**config.mk**
```make
export PLATFORM = sky130hd
export DESIGN_NAME = membrane_update_ctrl
export DESIGN_NICKNAME = d
export VERILOG_FILES = /design/src/rtl/membrane_update_ctrl.sv
export SDC_FILE = /design/constraint.sdc
export NUM_CORES = 1
export LEC_CHECK = 0
export ABC_AREA = 0
export CORE_MARGIN = 10
export CORE_UTILIZATION = 30
export CTS_CLUSTER_DIAMETER = 30
export DETAILED_ROUTE_END_ITERATION = 10
export PLACE_DENSITY_LB_ADDON = 0.08
export SYNTH_ARGS = -nofsm -noshare
export SYNTH_HDL_FRONTEND = slang
export SYNTH_SLANG_ARGS = --single-unit
```
**constraint.sdc**
```tcl
create_clock -name clk -period 16.7 [get_ports clk]
set_input_delay 3.34 -clock clk [delete_from_list [all_inputs] [get_ports clk]]
set_output_delay 3.34 -clock clk [all_outputs]
set_load 0.01 [all_outputs]
```
**src/rtl/membrane_update_ctrl.sv**
```systemverilog
// Membrane-potential read-modify-write sequencer: one event per cycle, port A read,
// saturating add and threshold test in S1, port B write-back, plus a full-memory clear sweep.
module membrane_update_ctrl #(
  parameter int                    DATA_WIDTH = 16,
  parameter int                    ADDR_WIDTH = 10,
  parameter logic [DATA_WIDTH-1:0] V_RESET    = '0
) (
  input  logic                  clk,
  input  logic                  rst_n,
  input  logic                  ev_valid,
  output logic                  ev_ready,
  input  logic [ADDR_WIDTH-1:0] ev_addr,
  input  logic [DATA_WIDTH-1:0] ev_weight,
  input  logic [DATA_WIDTH-1:0] threshold,
  input  logic                  clear_start,
  output logic                  busy,
  output logic                  ram_ena,
  output logic [ADDR_WIDTH-1:0] ram_addra,
  input  logic [DATA_WIDTH-1:0] ram_doa,
  output logic                  ram_enb,
  output logic                  ram_web,
  output logic [ADDR_WIDTH-1:0] ram_addrb,
  output logic [DATA_WIDTH-1:0] ram_dib,
  output logic                  spike_valid,
  output logic [ADDR_WIDTH-1:0] spike_addr,
  output logic [15:0]           spike_count
);

  typedef enum logic [1:0] {IDLE, RUN, CLEAR} state_t;

  localparam logic [DATA_WIDTH-1:0] MAX_V = {1'b0, {(DATA_WIDTH-1){1'b1}}};
  localparam logic [DATA_WIDTH-1:0] MIN_V = {1'b1, {(DATA_WIDTH-1){1'b0}}};

  state_t                  state;
  logic                    clear_pending;
  logic                    s1_valid;
  logic                    fwd;
  logic [ADDR_WIDTH-1:0]   s1_addr;
  logic [ADDR_WIDTH-1:0]   clr_cnt;
  logic [DATA_WIDTH-1:0]   s1_weight;
  logic [DATA_WIDTH-1:0]   last_written;

  logic                    accept;
  logic                    clear_req;
  logic                    s1_fire;
  logic [DATA_WIDTH-1:0]   old_val;
  logic [DATA_WIDTH:0]     sum_ext;
  logic [DATA_WIDTH-1:0]   sum_sat;
  logic [DATA_WIDTH-1:0]   wr_data;

  assign accept    = ev_valid && ev_ready;
  assign clear_req = clear_start || clear_pending;

  // The BRAM cannot return a value written in the previous cycle, so take it from the write-back register.
  assign old_val = fwd ? last_written : ram_doa;
  assign sum_ext = {old_val[DATA_WIDTH-1], old_val} + {s1_weight[DATA_WIDTH-1], s1_weight};

  always_comb begin
    // NOTE: every always_comb output gets a default first so no path can infer a latch.
    sum_sat = sum_ext[DATA_WIDTH-1:0];
    if (sum_ext[DATA_WIDTH] != sum_ext[DATA_WIDTH-1])
      sum_sat = sum_ext[DATA_WIDTH] ? MIN_V : MAX_V;
  end

  assign s1_fire = s1_valid && ($signed(sum_sat) >= $signed(threshold));
  assign wr_data = s1_fire ? V_RESET : sum_sat;

  assign busy        = s1_valid || clear_pending || (state == CLEAR);
  assign ram_ena     = accept;
  assign ram_addra   = accept ? ev_addr : '0;
  assign spike_valid = s1_fire;
  assign spike_addr  = s1_fire ? s1_addr : '0;

  always_comb begin
    ram_enb   = 1'b0;
    ram_web   = 1'b0;
    ram_addrb = '0;
    ram_dib   = '0;
    if (state == CLEAR) begin
      ram_enb   = 1'b1;
      ram_web   = 1'b1;
      ram_addrb = clr_cnt;
      ram_dib   = V_RESET;
    end else if (s1_valid) begin
      ram_enb   = 1'b1;
      ram_web   = 1'b1;
      ram_addrb = s1_addr;
      ram_dib   = wr_data;
    end
  end

  // NOTE: all state below uses non-blocking assignments so every register samples pre-edge values.
  always_ff @(posedge clk or negedge rst_n) begin
    if (!rst_n) begin
      state         <= IDLE;
      ev_ready      <= 1'b0;
      clear_pending <= 1'b0;
      clr_cnt       <= '0;
      s1_valid      <= 1'b0;
      s1_addr       <= '0;
      s1_weight     <= '0;
      fwd           <= 1'b0;
      last_written  <= '0;
      spike_count   <= '0;
    end else begin
      s1_valid <= accept;
      if (accept) begin
        s1_addr   <= ev_addr;
        s1_weight <= ev_weight;
      end
      fwd <= accept && s1_valid && (ev_addr == s1_addr);
      if (s1_valid) last_written <= wr_data;
      if (s1_fire && (spike_count != 16'hFFFF)) spike_count <= spike_count + 16'd1;

      case (state)
        IDLE, RUN: begin
          if (clear_req && !s1_valid && !accept) begin
            state         <= CLEAR;
            clear_pending <= 1'b0;
            clr_cnt       <= '0;
            spike_count   <= '0;
            ev_ready      <= 1'b0;
          end else begin
            // A clear seen while events are in flight waits here until the pipeline drains.
            clear_pending <= clear_req;
            ev_ready      <= !clear_req;
            if (accept)         state <= RUN;
            else if (!s1_valid) state <= IDLE;
          end
        end
        CLEAR: begin
          clr_cnt <= clr_cnt + ADDR_WIDTH'(1);
          if (clr_cnt == {ADDR_WIDTH{1'b1}}) begin
            state    <= IDLE;
            clr_cnt  <= '0;
            ev_ready <= 1'b1;
          end
        end
        default: state <= IDLE;
      endcase
    end
  end

endmodule
```
# After elaboration in Yosys (flattened, before gate mapping)
# Cells that the tools add are included.
# word_totals
in_bits	62
ff_bits	74
# classes
eq_ne	9
magnitude_cmp	1
reduce_logical	19
mux	27
n_addsub	3
# ops
cell	count
two-way mux 16 bit	9
two-way mux 10 bit	6
case mux 10 bit (2 select lines)	1
adder 16 x 16 -> 17 bit	1
adder 16 x 1 -> 16 bit, second input constant	1
>= comparator 16 bit	1
inequality test 16 bit, second input constant	1
adder 10 x 1 -> 10 bit, second input constant	1
== test 10 bit	1
== test 10 bit, second input constant	1
two-way mux 2 bit	4
logical AND 1 bit	7
AND reduction 2 bit	3
two-way mux 1 bit	5
inequality test 4 bit, second input constant	1
case mux 2 bit (2 select lines)	1
zero test 1 bit	3
logical OR 1 bit	3
== test 2 x 1 -> 1 bit, second input constant	1
== test 2 bit, second input constant	1
zero test 2 bit	1
inequality test 2 x 1 -> 1 bit, second input constant	1
inequality test 2 bit, second input constant	1
case mux 1 bit (2 select lines)	1
3 further kinds	3

# Longest topological paths before layout
# logic_depth
word_depth	10
mapped_depth	21
ltp_nobuf	18

# Least setup slack after synthesis
# No wires, ideal clock.
# synth_timing
kind	input to output
startpoint	in ram_doa[0]
endpoint	out spike_addr[5]
arrival_ps	7255
cell_stages	19
setup_slack_ps	6105
t_required_ps	13360
path_cell_list	mux2_2 > ha_1 > fa_1 > a21o_1 > a221oi_2 > o31ai_2 > a21oi_2 > a21oi_2 > buf_6 > a21oi_1 > inv_1 > ha_1 > nand4_1 > nor4_1 > a32oi_1 > a211oi_2 > buf_2 > buf_2 > and2_1
# synth_between
elab_chain_cells	7
elab_cells_between_ends	8
classes_between	add/sub (1); order compare (1); eq/ne (1); mux (4); reduce/logical (1)
# synth_lines
element	line_no	source
start: declaration	19	input logic [DATA_WIDTH-1:0] ram_doa,
two-way mux 16 bit (*)	55	assign old_val = fwd ? last_written : ram_doa;
adder 16 x 16 -> 17 bit (*)	56	assign sum_ext = {old_val[DATA_WIDTH-1], old_val} + {s1_weight[DATA_WIDTH-1], s1_weight};
two-way mux 16 bit / inequality test 1 bit (equally long branches)	62, 61	
two-way mux 16 bit (*)	61	if (sum_ext[DATA_WIDTH] != sum_ext[DATA_WIDTH-1])
>= comparator 16 bit (*)	65	assign s1_fire = s1_valid && ($signed(sum_sat) >= $signed(threshold));
logical AND 1 bit (*)	65	
net spike_valid	24	output logic spike_valid,
two-way mux 10 bit (*)	72	assign spike_addr = s1_fire ? s1_addr : '0;
end: declaration	25	output logic [ADDR_WIDTH-1:0] spike_addr,
# Mark *: on every way through the listed nets, which the timed path passes. The rest lies on a longest branch.

# Worst setup path after layout
# layout_timing
startpoint	in ram_doa[0]
endpoint	out ram_dib[4]
# layout_between
elab_chain_cells	9
elab_cells_between_ends	10
classes_between	add/sub (1); order compare (1); eq/ne (1); mux (6); reduce/logical (1)
# layout_lines
element	line_no	source
two-way mux 16 bit (*)	55	
adder 16 x 16 -> 17 bit (*)	56	
two-way mux 16 bit / inequality test 1 bit (equally long branches)	62, 61	
two-way mux 16 bit (*)	61	
>= comparator 16 bit	65	
logical AND 1 bit	65	
two-way mux 16 bit (*)	66	assign wr_data = s1_fire ? V_RESET : sum_sat;
two-way mux 16 bit (*)	84	end else if (s1_valid) begin
two-way mux 16 bit (*)	79	if (state == CLEAR) begin
end: declaration	23	output logic [DATA_WIDTH-1:0] ram_dib,
# Mark *: on every way between the ends. The rest lies on a longest branch, timed or not.

==> flow_metrics.env <==
export IMPL_synth_top_area_share_pct=37.09
export IMPL_yosysSeqAreaShare_pct=37.09
export IMPL_finalNonFillerCells=896
export IMPL_cts_tree="yes"
export IMPL_num_antenna_cells=0
export IMPL_setup_viol=0
export IMPL_syn_inst=551
export IMPL_dpl_cell_count=881
export IMPL_async_flop_share_pct=100.0
export IMPL_ir_worst_vdd_v=0.00007870
export IMPL_crit_path_end_kind="output port"
export IMPL_firstDrtPassIters=4
export IMPL_fillers=1670
export IMPL_synthMostInstantiatedCell="dfrtp_1"
export IMPL_worst_setup_path_type="input pin to output port"
export IMPL_synth_area_per_cell_um2=9.060
export IMPL_crit_path_end="ram_dib[4]"
export IMPL_insertion_delay_ns=0.33
export IMPL_synth_top_area_cell="dfrtp_1"
export IMPL_row_count=47
export IMPL_maxCapViolations=0
export IMPL_hold_path_class="flip-flop to flip-flop"
export IMPL_hold_viol=0
export IMPL_crit_arrival_ns=8.87
export IMPL_synth_edff_count=0
export IMPL_fmax_mhz=81.89
export IMPL_path_max_fanout=16
export IMPL_final_nets=769
export IMPL_placed_cell_area_um2=6489
export IMPL_num_vias=4475
export IMPL_synth_cell_area_um2=4992
export IMPL_grt_use_total_pct=14.94
export IMPL_grt_pass1_vias=4821
export IMPL_drive_above_1_share_pct=9.763
export IMPL_core_area_um2=16470
export IMPL_startpoint="ram_doa[0]"
export IMPL_io_buffer_count=129
export IMPL_regToRegSetupSlack_ns=10.81
export IMPL_fp_dieW_um=149
export IMPL_final_max_slew_viol_count=0
export IMPL_holdBufCountCts=0
export IMPL_max_stage_delay_ns=0.58
export IMPL_rsz0062_at_grt="no"
export IMPL_antenna_found_initial=0
export IMPL_max_slew_margin_pct=32.69
export IMPL_period_needed_ns=12.21
export IMPL_cts_root_buffer="clkbuf_16"
export IMPL_cts_path_max_buffers=2
export IMPL_drcViolationCount=0
export IMPL_synth_seq_cells=74
export IMPL_p_per_area_nw_per_um2=174.3
export IMPL_yosysWarnings=0
export IMPL_p_leak_nw=3.058
export IMPL_overflow=0
export IMPL_htreeDepth=3
export IMPL_finalCritPeriodShare_pct=73.12
export IMPL_dieArea_um2=22200
export IMPL_crit_chain="clkdlybuf4s50_1, mux2_2, ha_1, fa_1, a21o_1, a221oi_2, o31ai_2, a21oi_2, a21oi_2, o21ai_1, ha_1, nand2b_1, a2111o_1, a32oi_1, a21oi_1, nor2_1, nand2_1, a21oi_1, clkdlybuf4s50_1"
export IMPL_initial_core_util_pct=30.32
export IMPL_r2r_start="fwd"
export IMPL_yosys_top_cells_count="dfrtp_1, nand2_1, nor2_1"
export IMPL_ys_dominant_reg_cell="dfrtp_1"
export IMPL_viasPerCell=4.994
export IMPL_cts_buffers=9
export IMPL_avgRoutedWirePerCell_um=18.30
export IMPL_wirelength_mm=16.40
export IMPL_r2r_end="spike_count[14]"
export IMPL_clk_pin_slew_ns=0.06
export IMPL_yosys_cell_types_count=57
export IMPL_ant_nets=0
export IMPL_drt_first_iter_violations=351
export IMPL_synthTopCellsByArea="dfrtp_1, ha_1, mux2_2, a21oi_1, nand2_1"
export IMPL_gp_congestion=0.8114
export IMPL_cts_resized=0
export IMPL_grt_first_pass_wirelength_mm=26.52
export IMPL_design_area_um2=6775
export IMPL_required_ns=13.36
export IMPL_io_pins=130
export IMPL_cp_slowest_cell="clkdlybuf4s50_1"
export IMPL_die_y_um=149
export IMPL_area_delta_synth_final_pct=35.71
export IMPL_post_cts_buffers=0
export IMPL_ff2ff_path_depth=19
export IMPL_cts_sinks=74
export IMPL_worstMarginPinSlew_ns=1.010
export IMPL_dp_hpwl_mm=12.37
export IMPL_clock_skew_ns=0.006440
export IMPL_synth_fp_nets=648
export IMPL_critPathLaunchType="input pin"
export IMPL_outcome="finished, final reports clean"
export IMPL_setup_tns_ns=0
export IMPL_grt_max_degree=75
## layout by cell type (no fill, tap or decap), drive strengths merged, types with 6 or more instances in the layout
cell,netlist,final
o2bb2ai,11,11
nand3,25,25
dfrtp,74,74
xor2,13,13
nand4,11,11
xnor2,20,20
nor2,51,51
mux2,32,32
a21oi,41,41
inv,35,35
clkbuf,15,12
clkdlybuf4s50,0,128
and3,22,22
and2,11,11
a21o,17,17
nand2b,6,6
o21ai,22,22
nand2,52,52
a211oi,8,8
ha,34,34
## worst min path at each step
stage | slack, ns | startpoint | cells past startpoint | end
after detailed placement | 0.47 | last_written[15] | 1 | last_written[15]
final | 0.48 | last_written[6] | 1 | last_written[6]
after CTS | 0.49 | last_written[15] | 1 | last_written[15]
after floorplan | 0.45 | last_written[0] | 1 | last_written[0]
after global routing | 0.50 | last_written[5] | 1 | last_written[5]
after global placement | 0.47 | last_written[9] | 1 | last_written[9]
## state kept, by name, indices dropped and copies added, names as in the netlist
register / flops
s1_addr: 10
s1_valid: 1
s1_weight: 16
fwd: 1
spike_count: 16
last_written: 16
state: 2
clear_pending: 1
clr_cnt: 10
ev_ready: 1
## stage by stage
step	hold slack (ns)	total power (W)	setup WS [ns]	util, %
finish	0.4831	0.001181	4.488	41.15
detailed placement	0.4685	0.0009973	4.490	39.41
CTS	0.4857	0.001201	4.471	41.15
global placement	0.4681	0.0009921	4.622	39.41
floorplan	0.4493	0.0007530	6.105	-
global route	0.5028	0.001297	4.011	41.15
## critical path, delay by kind of cell
kind,cells,cell delay [ns]
AOI/OAI and AO/OA,10,2.72
buffers and inverters,2,0.98
adders and majority gates,3,0.90
and+or+nand+nor,3,0.67
muxes,1,0.26
## routing by layer
layer | share of wire, % | global-route usage [%] | wire (um)
met5 | 0 | 0 | 0
met4 | 1.1 | 4.220 | 175
met3 | 5.9 | 4.157 | 962
met2 | 48 | 24.44 | 7827
met1 | 45 | 18.83 | 7432
## kinds of logic after synthesis
group,count (synthesis),share of synthesized area (%)
compound gates,126,17.52
xor+xnor,33,5.790
fa+ha+maj,35,8.922
buf+inv,58,4.662
flops,74,37.09
mux,32,7.218
simple gates,193,18.80
## report_power, final
group	internal, W	switching [W]
Sequential	0.000237	0.0000602
Clock	0.000119	0.0000737
Combinational	0.000296	0.000395
## layout make-up
class	count	area [um2]	share of cell area [%]
multi-input combinational	419	2915	43.03
tap	220	275.3	4.063
sequential	74	1852	27.33
clock buffer	12	246.5	3.638
clock inverter	3	40.04	0.5910
inverter	36	135.1	1.994
timing repair buffer	132	1311	19.35
(Power assumes the default switching activity.)
